$ cat src/rtl/rx_dma_ctrl_flow_if.sv
// rtl/rx_dma_ctrl_flow_if.sv - signal bundle between one RX DMA flow controller and its RX buffer, descriptor FIFO and DMA engine
//
// Purpose: carries the run/interrupt control, the RX buffer length handshakes, the
// descriptor FIFO pop interface and the DMA engine request/completion interface.
// Ports (master = flow controller side):
//   run, interrupt                    software enable / page-filled pulse
//   buf_newlen(_dv), buf_rellen(_dv)  bytes written into / released from the RX buffer
//   desc_read, desc_do, desc_empty    show-ahead host page address FIFO
//   desc_enable                       lets the descriptor manager fill this flow
//   dma_addr, dma_dout, dma_req,      128-bit request readout and handshake
//   dma_ack, dma_done, dma_tag        acceptance and tagged completion
interface rx_dma_ctrl_flow_if #(
   parameter int DMA_DATA_WIDTH = 32
);
   localparam int NW = 128 / DMA_DATA_WIDTH;
   localparam int AW = (NW > 1) ? $clog2(NW) : 1;

   logic                      run;
   logic                      interrupt;
   logic [15:0]               buf_newlen;
   logic                      buf_newlen_dv;
   logic [15:0]               buf_rellen;
   logic                      buf_rellen_dv;
   logic                      desc_read;
   logic [63:0]               desc_do;
   logic                      desc_empty;
   logic                      desc_enable;
   logic [AW-1:0]             dma_addr;
   logic [DMA_DATA_WIDTH-1:0] dma_dout;
   logic                      dma_req;
   logic                      dma_ack;
   logic                      dma_done;
   logic [15:0]               dma_tag;

   modport master (
      input  run, buf_newlen, buf_newlen_dv, desc_do, desc_empty,
             dma_addr, dma_ack, dma_done, dma_tag,
      output interrupt, buf_rellen, buf_rellen_dv, desc_read, desc_enable,
             dma_dout, dma_req
   );

   modport slave (
      output run, buf_newlen, buf_newlen_dv, desc_do, desc_empty,
             dma_addr, dma_ack, dma_done, dma_tag,
      input  interrupt, buf_rellen, buf_rellen_dv, desc_read, desc_enable,
             dma_dout, dma_req
   );
endinterface

$ cat src/rtl/rx_dma_ctrl_flow.sv
// rtl/rx_dma_ctrl_flow.sv - single-flow RX DMA request controller (RX buffer -> host memory)
//
// Purpose: counts bytes pending in the RX buffer, pulls host page addresses from the
// descriptor FIFO, issues one 128-bit DMA request at a time and releases buffer space
// when the DMA engine reports the matching tagged completion.
// Ports:
//   clk    clock
//   rst_n  asynchronous active-low reset
//   bus    rx_dma_ctrl_flow_if.master (buffer, descriptor and DMA engine signals)
// Request word layout: [15:0] len, [31:16] tag, [63:32] local buffer address, [127:64] host address.
module rx_dma_ctrl_flow #(
   parameter int          DMA_DATA_WIDTH = 32,
   parameter logic [31:0] BUFFER_ADDR    = 32'h0200_0000,
   parameter int          BUFFER_SIZE    = 4096,
   parameter int          MAX_XFER       = 512
) (
   input  logic               clk,
   input  logic               rst_n,
   rx_dma_ctrl_flow_if.master bus
);
   localparam int NW = 128 / DMA_DATA_WIDTH;
   localparam int OW = $clog2(BUFFER_SIZE);

   typedef enum logic [1:0] {IDLE, DESC, REQ, WAIT_DONE} state_t;

   state_t        state, state_n;
   logic [16:0]   pend;
   logic [OW-1:0] rd_off;
   logic [15:0]   tag;
   logic          desc_valid;
   logic [63:0]   host;
   logic [127:0]  req;
   logic          run_q;
   logic [15:0]   rellen;
   logic          rellen_dv;
   logic          irq;

   logic          desc_read;
   logic          take_desc;
   logic          latch_req;
   logic          done_ok;
   logic [15:0]   cur_len;
   logic [16:0]   room_page;
   logic [16:0]   room_buf;
   logic [16:0]   len_calc;
   logic [16:0]   pend_add;
   logic [16:0]   pend_sub;
   logic [63:0]   host_inc;

   // The in-flight length and tag live in the request registers themselves, so the
   // completion match and the release amount always agree with what the engine saw.
   assign cur_len  = req[15:0];
   assign done_ok  = (state == WAIT_DONE) && bus.dma_done && (bus.dma_tag == req[31:16]);
   assign host_inc = host + {48'd0, cur_len};

   // A transfer stops at the end of the host 4 KB page and at the buffer wrap point.
   assign room_page = 17'd4096 - {5'd0, host[11:0]};
   assign room_buf  = 17'(BUFFER_SIZE) - 17'(rd_off);

   always_comb begin
      len_calc = pend;
      if (len_calc > 17'(MAX_XFER)) len_calc = 17'(MAX_XFER);
      if (len_calc > room_page)     len_calc = room_page;
      if (len_calc > room_buf)      len_calc = room_buf;
   end

   assign pend_add = bus.buf_newlen_dv ? {1'b0, bus.buf_newlen} : 17'd0;
   assign pend_sub = done_ok ? {1'b0, cur_len} : 17'd0;

   always_ff @(posedge clk or negedge rst_n) begin
      if (!rst_n) state <= IDLE;
      else        state <= state_n;
   end

   always_comb begin
      state_n   = state;
      desc_read = 1'b0;
      take_desc = 1'b0;
      latch_req = 1'b0;
      case (state)
         IDLE: begin
            // RUN only gates starting new work; anything in flight finishes.
            if (bus.run && (pend != 17'd0)) begin
               if (desc_valid) begin
                  latch_req = 1'b1;
                  state_n   = REQ;
               end else begin
                  state_n   = DESC;
               end
            end
         end
         DESC: begin
            if (!bus.desc_empty) begin
               desc_read = 1'b1;
               take_desc = 1'b1;
               state_n   = IDLE;
            end
         end
         REQ: begin
            if (bus.dma_ack) state_n = WAIT_DONE;
         end
         WAIT_DONE: begin
            if (done_ok) state_n = IDLE;
         end
         default: state_n = IDLE;
      endcase
   end

   always_ff @(posedge clk or negedge rst_n) begin
      if (!rst_n) begin
         pend       <= '0;
         rd_off     <= '0;
         tag        <= '0;
         desc_valid <= 1'b0;
         host       <= '0;
         req        <= '0;
         run_q      <= 1'b0;
         rellen     <= '0;
         rellen_dv  <= 1'b0;
         irq        <= 1'b0;
      end else begin
         run_q     <= bus.run;
         pend      <= pend + pend_add - pend_sub;
         rellen_dv <= 1'b0;
         irq       <= 1'b0;
         if (take_desc) begin
            host       <= bus.desc_do;
            desc_valid <= 1'b1;
         end
         if (latch_req) begin
            req <= {host, BUFFER_ADDR + 32'(rd_off), tag, len_calc[15:0]};
         end
         if (done_ok) begin
            // rd_off is OW bits wide, so the add wraps modulo BUFFER_SIZE.
            rd_off    <= rd_off + cur_len[OW-1:0];
            host      <= host_inc;
            rellen    <= cur_len;
            rellen_dv <= 1'b1;
            tag       <= tag + 16'd1;
            if (host_inc[11:0] == 12'd0) begin
               desc_valid <= 1'b0;
               irq        <= 1'b1;
            end
         end
      end
   end

   // Zero-latency word readout of the request registers.
   logic [DMA_DATA_WIDTH-1:0] words [NW];
   for (genvar i = 0; i < NW; i++) begin : g_words
      assign words[i] = req[i*DMA_DATA_WIDTH +: DMA_DATA_WIDTH];
   end

   assign bus.dma_dout      = words[bus.dma_addr];
   assign bus.dma_req       = (state == REQ);
   assign bus.desc_read     = desc_read;
   assign bus.desc_enable   = run_q;
   assign bus.buf_rellen    = rellen;
   assign bus.buf_rellen_dv = rellen_dv;
   assign bus.interrupt     = irq;
endmodule

$ cat src/flat_wrapper.sv
// flat-port wrapper written by rule: the top's interface ports become plain ports
module rx_dma_ctrl_flow_flat 
#(
   parameter int          DMA_DATA_WIDTH = 32,
   parameter logic [31:0] BUFFER_ADDR    = 32'h0200_0000,
   parameter int          BUFFER_SIZE    = 4096,
   parameter int          MAX_XFER       = 512
)
  (clk, rst_n, bus_run, bus_buf_newlen, bus_buf_newlen_dv, bus_desc_do, bus_desc_empty, bus_dma_addr, bus_dma_ack, bus_dma_done, bus_dma_tag, bus_interrupt, bus_buf_rellen, bus_buf_rellen_dv, bus_desc_read, bus_desc_enable, bus_dma_dout, bus_dma_req);
  rx_dma_ctrl_flow_if #(.DMA_DATA_WIDTH(DMA_DATA_WIDTH)) bus_i ();
  input  logic clk;
  input  logic rst_n;
  input wire logic [$bits(bus_i.run)-1:0] bus_run;
  input wire logic [$bits(bus_i.buf_newlen)-1:0] bus_buf_newlen;
  input wire logic [$bits(bus_i.buf_newlen_dv)-1:0] bus_buf_newlen_dv;
  input wire logic [$bits(bus_i.desc_do)-1:0] bus_desc_do;
  input wire logic [$bits(bus_i.desc_empty)-1:0] bus_desc_empty;
  input wire logic [$bits(bus_i.dma_addr)-1:0] bus_dma_addr;
  input wire logic [$bits(bus_i.dma_ack)-1:0] bus_dma_ack;
  input wire logic [$bits(bus_i.dma_done)-1:0] bus_dma_done;
  input wire logic [$bits(bus_i.dma_tag)-1:0] bus_dma_tag;
  output wire logic [$bits(bus_i.interrupt)-1:0] bus_interrupt;
  output wire logic [$bits(bus_i.buf_rellen)-1:0] bus_buf_rellen;
  output wire logic [$bits(bus_i.buf_rellen_dv)-1:0] bus_buf_rellen_dv;
  output wire logic [$bits(bus_i.desc_read)-1:0] bus_desc_read;
  output wire logic [$bits(bus_i.desc_enable)-1:0] bus_desc_enable;
  output wire logic [$bits(bus_i.dma_dout)-1:0] bus_dma_dout;
  output wire logic [$bits(bus_i.dma_req)-1:0] bus_dma_req;
  assign bus_i.run = bus_run;
  assign bus_i.buf_newlen = bus_buf_newlen;
  assign bus_i.buf_newlen_dv = bus_buf_newlen_dv;
  assign bus_i.desc_do = bus_desc_do;
  assign bus_i.desc_empty = bus_desc_empty;
  assign bus_i.dma_addr = bus_dma_addr;
  assign bus_i.dma_ack = bus_dma_ack;
  assign bus_i.dma_done = bus_dma_done;
  assign bus_i.dma_tag = bus_dma_tag;
  assign bus_interrupt = bus_i.interrupt;
  assign bus_buf_rellen = bus_i.buf_rellen;
  assign bus_buf_rellen_dv = bus_i.buf_rellen_dv;
  assign bus_desc_read = bus_i.desc_read;
  assign bus_desc_enable = bus_i.desc_enable;
  assign bus_dma_dout = bus_i.dma_dout;
  assign bus_dma_req = bus_i.dma_req;
  rx_dma_ctrl_flow #(.DMA_DATA_WIDTH(DMA_DATA_WIDTH), .BUFFER_ADDR(BUFFER_ADDR), .BUFFER_SIZE(BUFFER_SIZE), .MAX_XFER(MAX_XFER)) u_core (.clk(clk), .rst_n(rst_n), .bus(bus_i));
endmodule
$ cat config.mk
export PLATFORM = sky130hd
export DESIGN_NAME = rx_dma_ctrl_flow_flat
export DESIGN_NICKNAME = d
export VERILOG_FILES = /design/src/rtl/rx_dma_ctrl_flow_if.sv /design/src/rtl/rx_dma_ctrl_flow.sv /design/src/flat_wrapper.sv
export SDC_FILE = /design/constraint.sdc
export NUM_CORES = 1
export LEC_CHECK = 0
export CAP_MARGIN = 30
export CORE_UTILIZATION = 52
export CTS_CLUSTER_SIZE = 20
export DETAILED_ROUTE_END_ITERATION = 10
export PLACE_DENSITY = 0.82
export SLEW_MARGIN = 15
export SYNTH_ARGS = -nofsm -noshare
export SYNTH_HDL_FRONTEND = slang
export SYNTH_SLANG_ARGS = --single-unit
$ cat constraint.sdc
create_clock -name clk -period 5.3 [get_ports clk]
set_input_delay 0.53 -clock clk [delete_from_list [all_inputs] [get_ports clk]]
set_output_delay 0.53 -clock clk [all_outputs]
set_load 0.03 [all_outputs]
Yosys cells after proc, flatten, opt, wreduce, memory -nomap -nowiden
Index checks and enable logic that the tools add are counted.
{"block": "totals", "reg_bits": 259, "in_bits": 105, "output_inout_bits": 53, "word_cells": 67}
{"block": "op_classes", "n_addsub": 8, "order_cmp": 4, "eq_ne": 8, "mux": 27, "bitwise": 1, "reduce_logical": 8}
{"cell": "64-bit two-way mux", "count": 2}
{"cell": "64-bit by 16-bit adder with 64-bit output", "count": 1}
{"cell": "32-bit binary-select mux with 2-bit select", "count": 1}
{"cell": "32-bit two-way mux", "count": 2}
{"cell": "16-bit two-way mux", "count": 3}
{"cell": "17-bit > comparator", "count": 2}
{"cell": "17-bit two-way mux", "count": 2}
{"cell": "13-bit by 12-bit subtractor with 14-bit output, first input constant", "count": 2}
{"cell": "26-bit by 12-bit adder with 27-bit output, first input constant", "count": 1}
{"cell": "17-bit adder", "count": 1}
{"cell": "17-bit by 10-bit > comparator with 1-bit output, second input constant", "count": 1}
{"cell": "17-bit nonzero test", "count": 1}
{"cell": "17-bit subtractor", "count": 1}
{"cell": "16-bit by 1-bit adder with 16-bit output, second input constant", "count": 1}
{"cell": "16-bit == test", "count": 1}
{"cell": "12-bit adder", "count": 1}
{"cell": "12-bit logical NOT", "count": 1}
{"cell": "1-bit two-way mux", "count": 11}
{"cell": "2-bit two-way mux", "count": 5}
{"cell": "2-bit one-hot mux with 4 select lines", "count": 1}
{"cell": "2-bit == test, second input constant", "count": 2}
{"cell": "2-bit by 1-bit inequality test with 1-bit output, second input constant", "count": 2}
{"cell": "2-bit inequality test, second input constant", "count": 2}
{"cell": "4-bit AND reduction", "count": 1}
{"cell": "6 further kinds", "count": 8}

Longest topological paths before layout
{"block": "depth", "word_depth": 6, "ltp_mapped": 24, "mapped_depth_nobuf": 22}

Worst setup path after synthesis
OpenSTA, ideal clock, no wires.
{"block": "synth_path", "path_kind": "register to register", "from": "register u_core.host[5]", "to": "register u_core.req[4]", "setup_time_ns": 0.126, "arrival_ns": 5.445, "t_required_ns": 5.174, "setup_slack_ns": -0.271, "path_stages_with_launch": 24, "path_buffers": 2, "period_less_slack_ns": 5.571, "cell_sequence": "dfrtp_1 -> or4_1 -> nor2_1 -> nand2_1 -> or4_1 -> xnor2_1 -> ha_1 -> a21o_1 -> a21o_1 -> a21oi_1 -> nand3b_1 -> o21ai_0 -> clkbuf_1 -> o21ai_0 -> ha_1 -> a21o_1 -> a21o_1 -> a21oi_1 -> o211ai_1 -> a221o_1 -> nand2_1 -> buf_1 -> nor3_1 -> a221o_1"}
{"block": "synth_between", "elab_chain_cells": 5}
{"item": "start: declaration", "line": "rx_dma_ctrl_flow.sv:31", "text": "logic [63:0] host;"}
{"item": "start signal: assignment", "line": "rx_dma_ctrl_flow.sv:127", "text": "host <= bus.desc_do;"}
{"item": "start signal: assignment", "line": "rx_dma_ctrl_flow.sv:136", "text": "host <= host_inc;"}
{"item": "13-bit by 12-bit subtractor with 14-bit output (*)", "line": "rx_dma_ctrl_flow.sv:57", "text": "assign room_page = 17'd4096 - {5'd0, host[11:0]};"}
{"item": "17-bit > comparator", "line": "rx_dma_ctrl_flow.sv:63", "text": "if (len_calc > room_page) len_calc = room_page;"}
{"item": "17-bit two-way mux (*)", "line": "rx_dma_ctrl_flow.sv:63"}
{"item": "17-bit > comparator", "line": "rx_dma_ctrl_flow.sv:64", "text": "if (len_calc > room_buf) len_calc = room_buf;"}
{"item": "16-bit two-way mux (*)", "line": "rx_dma_ctrl_flow.sv:64"}
{"item": "end signal: assignment", "line": "rx_dma_ctrl_flow.sv:131", "text": "req <= {host, BUFFER_ADDR + 32'(rd_off), tag, len_calc[15:0]};"}
{"item": "end: declaration", "line": "rx_dma_ctrl_flow.sv:32", "text": "logic [127:0] req;"}
Mark *: on every way between the ends. The rest lies on a longest branch, timed or not.
A chain may end at the register's enable or synchronous reset.

Final worst setup path
{"block": "layout_path", "from": "register u_core.host[2]", "to": "register u_core.req[6]"}
Same word-level chain as after synthesis.

==> metrics.yaml <==
outcome:
  status: "finished with violations"
  violations: "negative hold slack, negative setup slack"
sta:
  slew_headroom_pct: 37.49
  period_share_pct: 100.3
  worst_pin_slew_ns: 0.9354
  finalHoldViolCount: 13
  setup_viol: 2
  fin_skew_ns: 0.02325
  holdWs_ns: -0.02457
  setup_ws_ns: -0.01572
  period_needed_ns: 5.316
  final_max_slew_viol_count: 0
  rsz0062_at_grt: "true"
  fmax_ghz: 0.1881
placement:
  hpwl_microns: 32300
  gp_congestion: 0.9333
  io_buffer_count: 157
global_route:
  grt_pass1_vias: 12670
  grt_start_max_net_pins: 92
  gr-total-overflow: 0
  track_usage_pct: 30.44
  antenna_found_initial: 1
  grt_pass1_wl_microns: 69220
critical_path:
  crit_path_end_kind: "flip-flop"
  critPathArrivalTime_ns: 5.73
  required_ns: 5.72
  crit_fanout: 7
  reg2reg_setup_slack_ns: -0.02
  crit_start: "u_core.host[2]$_DFFE_PN0P_"
  start_kind: "flip-flop"
  path_class: "reg2reg"
  r2r-start: "u_core.host[2]$_DFFE_PN0P_"
drt:
  post_drt_wl_per_cell_microns: 21.14
  vias: 12800
  detail-route-antenna-nets: 0
  drc: 0
  drt_iter0_drc: 1226
  via_per_inst: 6.139
  drtPass1Iterations: 5
  finalWirelength_microns: 44080
clocking:
  cts_tree: "yes"
  clk_pin_slew_ns: 0.06
  clkSinkCount: 240
  clock-root-buffer: "clkbuf_16"
  cts_max_level: 1
  numCtsBuffers: 27
  clock_latency_ns: 0.56
  clockBufferDepth: 3
final_layout:
  syn_to_final_growth_pct: 21.12
  fillCellCount: 2245
  multi_input_area_sq_mm: 0.008408
  drive_above_1_share_pct: 13.72
  final_nets: 1883
  final-seq-area_sq_mm: 0.006006
yosys:
  async_flop_share_pct: 100.0
  synth-edff-count: 0
  synthDistinctLibCells: 76
  syn_avg_cell_area_sq_um: 9.782
  ys.flop_type: "dfrtp_1"
  ys_ff_latch: 240
  syn_inst: 1526
  yosysSeqAreaShare_pct: 40.23
  syn_area_sq_mm: 0.01493
  yosysWarnings: 0
power:
  power.net_switching_mw: 3.437
  p_int_mw: 5.382
  p_clk_share_pct: 23.2
  power_density_mw_per_mm2: 487.8
  p_leak_nw: 8.263
  peakVddDrop_uv: 269.9
  pwr-share-seq_pct: 35.1
  power.share.switching_pct: 38.97
  power_mw: 8.819
  p_comb_share_pct: 41.7
floorplan:
  ios: 158
  die_area_sq_mm: 0.02939
  core.rowCount: 61
  core-area_sq_mm: 0.02801
  die_h_microns: 171.4
  die_x_microns: 171.4
  start_util_pct: 53.29
job:
  cap_violations: 0
hold_path:
  hp-class: "in2async"
logic make-up after synthesis:
| kind of cell | share of synthesized area, % |
|---|---|
| simple gates | 16.67 |
| compound gates | 14.73 |
| flops | 40.23 |
| buf+inv | 4.183 |
| mux | 10.52 |
| fa+ha+maj | 8.533 |
| xor+xnor | 5.105 |
| other cells | 0.02512 |
layout make-up:
class                           count  share of cell area (%)
Multi-Input combinational cell   1135                   46.51
Sequential cell                   240                   33.22
Timing Repair Buffer              198                   10.52
Clock buffer                       34                   4.159
Tap cell                          378                   2.616
Inverter                           85                   1.765
Clock inverter                     14                   1.204
Antenna cell                        1                 0.01384
routing by layer:
layer / global-route usage (%) / wire length, microns
met1: 40.35 / 18420
met2: 50.27 / 21030
met3: 4.487 / 2888
met4: 11.80 / 1734
met5: 0 / 0
cell usage after synthesis, types with 14 or more instances:
master,count,area share (%)
a22oi_1,14,0.70
nor3_1,43,1.4
buf_2,19,0.64
nand2b_1,19,0.80
nand2_1,161,4.0
mux2_2,85,6.4
nand3_1,43,1.4
and2_1,34,1.4
and3_1,15,0.63
mux2i_1,32,2.1
nor2_1,85,2.1
ha_1,73,6.1
inv_1,85,2.1
dfrtp_1,240,40
o211ai_1,14,0.70
or3_1,15,0.63
o21ai_0,96,3.2
fa_1,18,2.4
nand4_1,23,0.96
clkbuf_1,40,1.0
a21oi_1,49,1.6
a21o_1,39,2.0
xnor2_1,44,2.6
xor2_1,43,2.5
layout by cell type (no fill, tap or decap), types with 11 or more instances in the layout:
cell type,n
dfrtp_1,240
nand2_1,159
clkdlybuf4s50_1,154
o21ai_0,90
inv_1,84
mux2_2,84
nor2_1,83
ha_1,72
a21oi_1,46
xor2_1,43
nand3_1,43
xnor2_1,43
nor3_1,39
a21o_1,39
buf_4,37
and2_1,34
mux2i_1,32
clkbuf_16,27
nand4_1,23
nand2b_1,18
fa_1,18
or3_1,15
and3_1,15
o211ai_1,14
a22oi_1,14
mux4_2,13
o21a_1,12
a31oi_1,11
o22ai_1,11
a211oi_1,11
worst paths after layout:
kind                                                   endpoint  cells past startpoint
max                                   u_core.req[6]$_DFFE_PN0P_                     23
max in group asynchronous            u_core.req[64]$_DFFE_PN0P_                      2
min in group clk                     u_core.tag[15]$_DFFE_PN0P_                      1
max reg2reg                           u_core.req[6]$_DFFE_PN0P_                     23
min                        u_core.bus.buf_rellen[2]$_DFFE_PN0P_                      1
min reg2reg                          u_core.tag[15]$_DFFE_PN0P_                      1
stage by stage:
stage	instances	worst slack [ns]	utilization [%]	TNS [ns]	instance area (sq um)
3_3_place_gp	2030	0.001632	60.50	0	16950
2_1_floorplan	1528	0.08889	-	0	14940
5_1_grt	2085	-0.2217	64.55	-2.437	18080
4_1_cts	2079	0.02587	64.05	0	17940
6_report	2085	-0.01572	64.55	-0.02223	18080
3_5_place_dp	2031	-0.07454	60.55	-0.3961	16960
worst max-delay path, stage by stage (launching register included):
cell,delay [ns]
dfrtp_1,0.40
or4_4,0.58
nor2_4,0.15
nand2_2,0.10
or4_4,0.55
xnor2_4,0.17
ha_1,0.32
a21o_1,0.16
a21o_1,0.16
a21oi_2,0.17
nand3b_1,0.09
o21ai_1,0.13
buf_4,0.17
mux2_4,0.33
ha_4,0.16
a21o_1,0.15
a21o_1,0.16
a21oi_2,0.14
o211ai_1,0.14
a221o_1,0.40
nand2_2,0.10
buf_6,0.14
nor3_2,0.04
a221o_1,0.30
flip-flops by register name, summed over array words and instances (netlist names):
signal,flops
u_core.req,109
u_core.host,64
u_core.pend,17
u_core.bus.buf_rellen,16
u_core.tag,16
u_core.rd_off,12
u_core.state,2
u_core.bus.buf_rellen_dv,1
u_core.bus.desc_enable,1
u_core.bus.interrupt,1
u_core.desc_valid,1
what timing repair did:
action | in CTS | in global routing
gates cloned | 0 | 0
setup endpoints to repair | 11 | 13
hold buffers | 0 | 0
buffers inserted | 0 | 5
resized for setup | 3 | 26
pin swaps | 0 | 20
power groups by stage:
stage,Clock (mW),Combinational (mW),Sequential (mW)
3_3_place_gp,0,3.43,3.05
6_report,2.05,3.68,3.10
3_5_place_dp,0,3.55,3.08
2_1_floorplan,0,2.59,2.82
4_1_cts,2.06,3.58,3.05
5_1_grt,2.14,4.05,3.14
No activity file was read; power rests on OpenSTA's default activity.
==> patch, RTL diff (config.mk and constraints unchanged) <==
`MAX_XFER` is set to 512 in 2 places; all go to 256.
--- a/src/rtl/rx_dma_ctrl_flow.sv
+++ b/src/rtl/rx_dma_ctrl_flow.sv
@@ -13,5 +13,5 @@
    parameter logic [31:0] BUFFER_ADDR    = 32'h0200_0000,
    parameter int          BUFFER_SIZE    = 4096,
-   parameter int          MAX_XFER       = 512
+   parameter int          MAX_XFER       = 256
 ) (
    input  logic               clk,
--- a/src/flat_wrapper.sv
+++ b/src/flat_wrapper.sv
@@ -5,5 +5,5 @@
    parameter logic [31:0] BUFFER_ADDR    = 32'h0200_0000,
    parameter int          BUFFER_SIZE    = 4096,
-   parameter int          MAX_XFER       = 512
+   parameter int          MAX_XFER       = 256
 )
   (clk, rst_n, bus_run, bus_buf_newlen, bus_buf_newlen_dv, bus_desc_do, bus_desc_empty, bus_dma_addr, bus_dma_ack, bus_dma_done, bus_dma_tag, bus_interrupt, bus_buf_rellen, bus_buf_rellen_dv, bus_desc_read, bus_desc_enable, bus_dma_dout, bus_dma_req);
Formal check against the unedited RTL: not equivalent (a bounded check fails within 10 cycles, from zero or initial values and one cycle with rst_n low).
==> patch against the original RTL <==
Count of clock-buffer cells in the layout up 2. Total power fell by 15%. First-iteration DRC count decreased by 24%. Design area decreased by 3.0%. Area after synthesis is 2.9% lower. Largest power group unchanged. Routed wire length fell by 6.1%. Sequential share of layout area is 1.0 points higher. Cell count decreased by 4.3%. Global-route usage fell by 0.81 points. Sequential cell count did not move. Worst setup slack improved by 340 ps.
==> patch: results (changes against the original RTL) <==
| Metric | Value |
|---|---|
| CP endpoint | `u_core.req[4]$_DFFE_PN0P_` |
| Initial antenna violation count | `2 (+1)` |
| Root Driver | `clkbuf_16` |
| Nonclk buf count | `174 (-12%)` |
| Total Wirelength | `41400 um (-6.1%)` |
| R2R setup slack | `320 ps (+340 ps)` |
| CP top delay family | `simple AND/OR/NAND/NOR gates` |
| Inverter count | `96 (+13%)` |
| Rel. slew slack | `0.354 (-0.0207)` |
| Pre-CTS WS | `-2.91 ps (+71.6 ps)` |
| Vias in the first global route | `12000 (-5.3%)` |
| Fraction of area in registers | `0.342 (+0.0101)` |
| Largest net degree at the start of global routing | `124 (+35%)` |
| Outcome | `finished clean` |
| Antenna diode count | `2 (+1)` |
| Non-clock buffer share of cell area | `0.0992 (-0.00600)` |
| Multi-input gates | `1063 (-6.3%)` |
| CP Max Fanout | `9 (+2)` |
| Pwr dens | `426 mW/mm2 (-13%)` |
| Layout Utilization | `0.646 (about the same)` |
| Final non-filler cell total | `1996 (-4.3%)` |
| Max VDD drop | `0.287 mV (+6.5%)` |
| Avg Vias per Cell | `6.00 (-2.2%)` |
| Slowest library cell on the worst path | `dfrtp_1` |
| Ys flop type | `dfrtp_1` |
| Tot GR Track Use | `0.296 (-0.00808)` |
| Worst R2R Path Depth | `22 (-4.3%)` |
| DR iter-0 viols | `930 (-24%)` |
| DP Area | `0.0165 mm2 (-2.8%)` |
| Largest cells by area after synthesis | `dfrtp_1 41%, mux2_2 7.3%, ha_1 6.3%` |
| Post-DP HPWL | `29700 um (-7.9%)` |
| Layout clock buffers | `36 (+5.9%)` |
| Cells after Synth | `1451 (-4.9%)` |
| Commonest cells post-synth | `240 x dfrtp_1, 151 x nand2_1, 96 x inv_1` |
| Drt pass-1 iters | `6 (+1)` |
| Multi-input gate area | `0.00797 mm2 (-5.2%)` |
| Slowest Stage Delay on Critical Path | `450 ps (-130 ps)` |
| Crit share post-route | `0.939 (-0.0639)` |
| Share of cells above drive strength 1 | `0.122 (-0.0151)` |
| FILL cells | `2223 (-0.98%)` |
| Latest clock arrival within the worst-skew pair | `560 ps (about the same)` |
| Seq/Total Area, Yosys | `0.414 (+0.0121)` |
| Final Skew | `14.8 ps (-8.40 ps)` |
| Clk cell area share | `0.0568 (+0.00320)` |
| Critical path arrival | `5440 ps (-290 ps)` |
| Leak | `8.16 nW (-1.3%)` |
| Fin Hold WS | `36.5 ps (+61.1 ps)` |
| Fin nets | `1798 (-4.5%)` |
| Inst Count DP | `1943 (-4.3%)` |
| Final GP Congestion | `0.917 (-1.7%)` |
| Hold Path Class | `in2async` |
| First-pass GRT wire length | `66000 um (-4.7%)` |
| Start point of the critical path | `u_core.host[5]$_DFFE_PN0P_` |
| Synth unique cells | `71 (-6.6%)` |
-- patch: cell types whose count changed in the layout (fill, tap and decap cells not counted), moves of 8 or more --
| cell | before | now |
|---|---|---|
| a221o_1 | 9 | 1 |
| mux2_2 | 84 | 94 |
| inv_1 | 84 | 95 |
| and2_1 | 34 | 22 |
| nor3_1 | 39 | 28 |
| a21oi_1 | 46 | 56 |
| o21ai_0 | 90 | 59 |
| o21a_1 | 12 | 3 |
| and3_1 | 15 | 23 |
| o211ai_1 | 14 | 28 |
| o311ai_0 | 4 | 12 |
| buf_4 | 37 | 13 |
| nand2_1 | 159 | 150 |
-- patch: what timing repair did --
item                                   CTS  global route
setup endpoints to repair                3            13
pin swaps                                0             1
buffers inserted                         0             2
hold buffers                             0             0
gates resized for setup                  1             4
endpoints found under the hold margin    0             0
-- patch: per-layer routing --
metal	share of wire	wire length (um)	GRT usage	vias to the layer above
li1	-	-	-	5511
met4	0.042	1730	0.127	0
met1	0.42	17300	0.397	5934
met3	0.061	2510	0.0414	97
met5	0	0	0	-
met2	0.48	19900	0.482	442
-- patch: power by group --
| part | total [W] | switching, W | internal (W) |
|---|---|---|---|
| registers | 0.00267 | 0.000470 | 0.00220 |
| clock network | 0.00210 | 0.000796 | 0.00130 |
| logic | 0.00271 | 0.00148 | 0.00123 |
-- patch: logic make-up after synthesis --
group,count (synthesis),share of synthesized area
multiplexers,140,0.116
flip-flops,240,0.414
AO/OA/AOI/OAI,290,0.137
AND/OR/NAND/NOR,452,0.153
adder cells (fa/ha/maj),91,0.0879
other,1,0.000259
buffers and inverters,151,0.0394
XOR/XNOR,86,0.0520
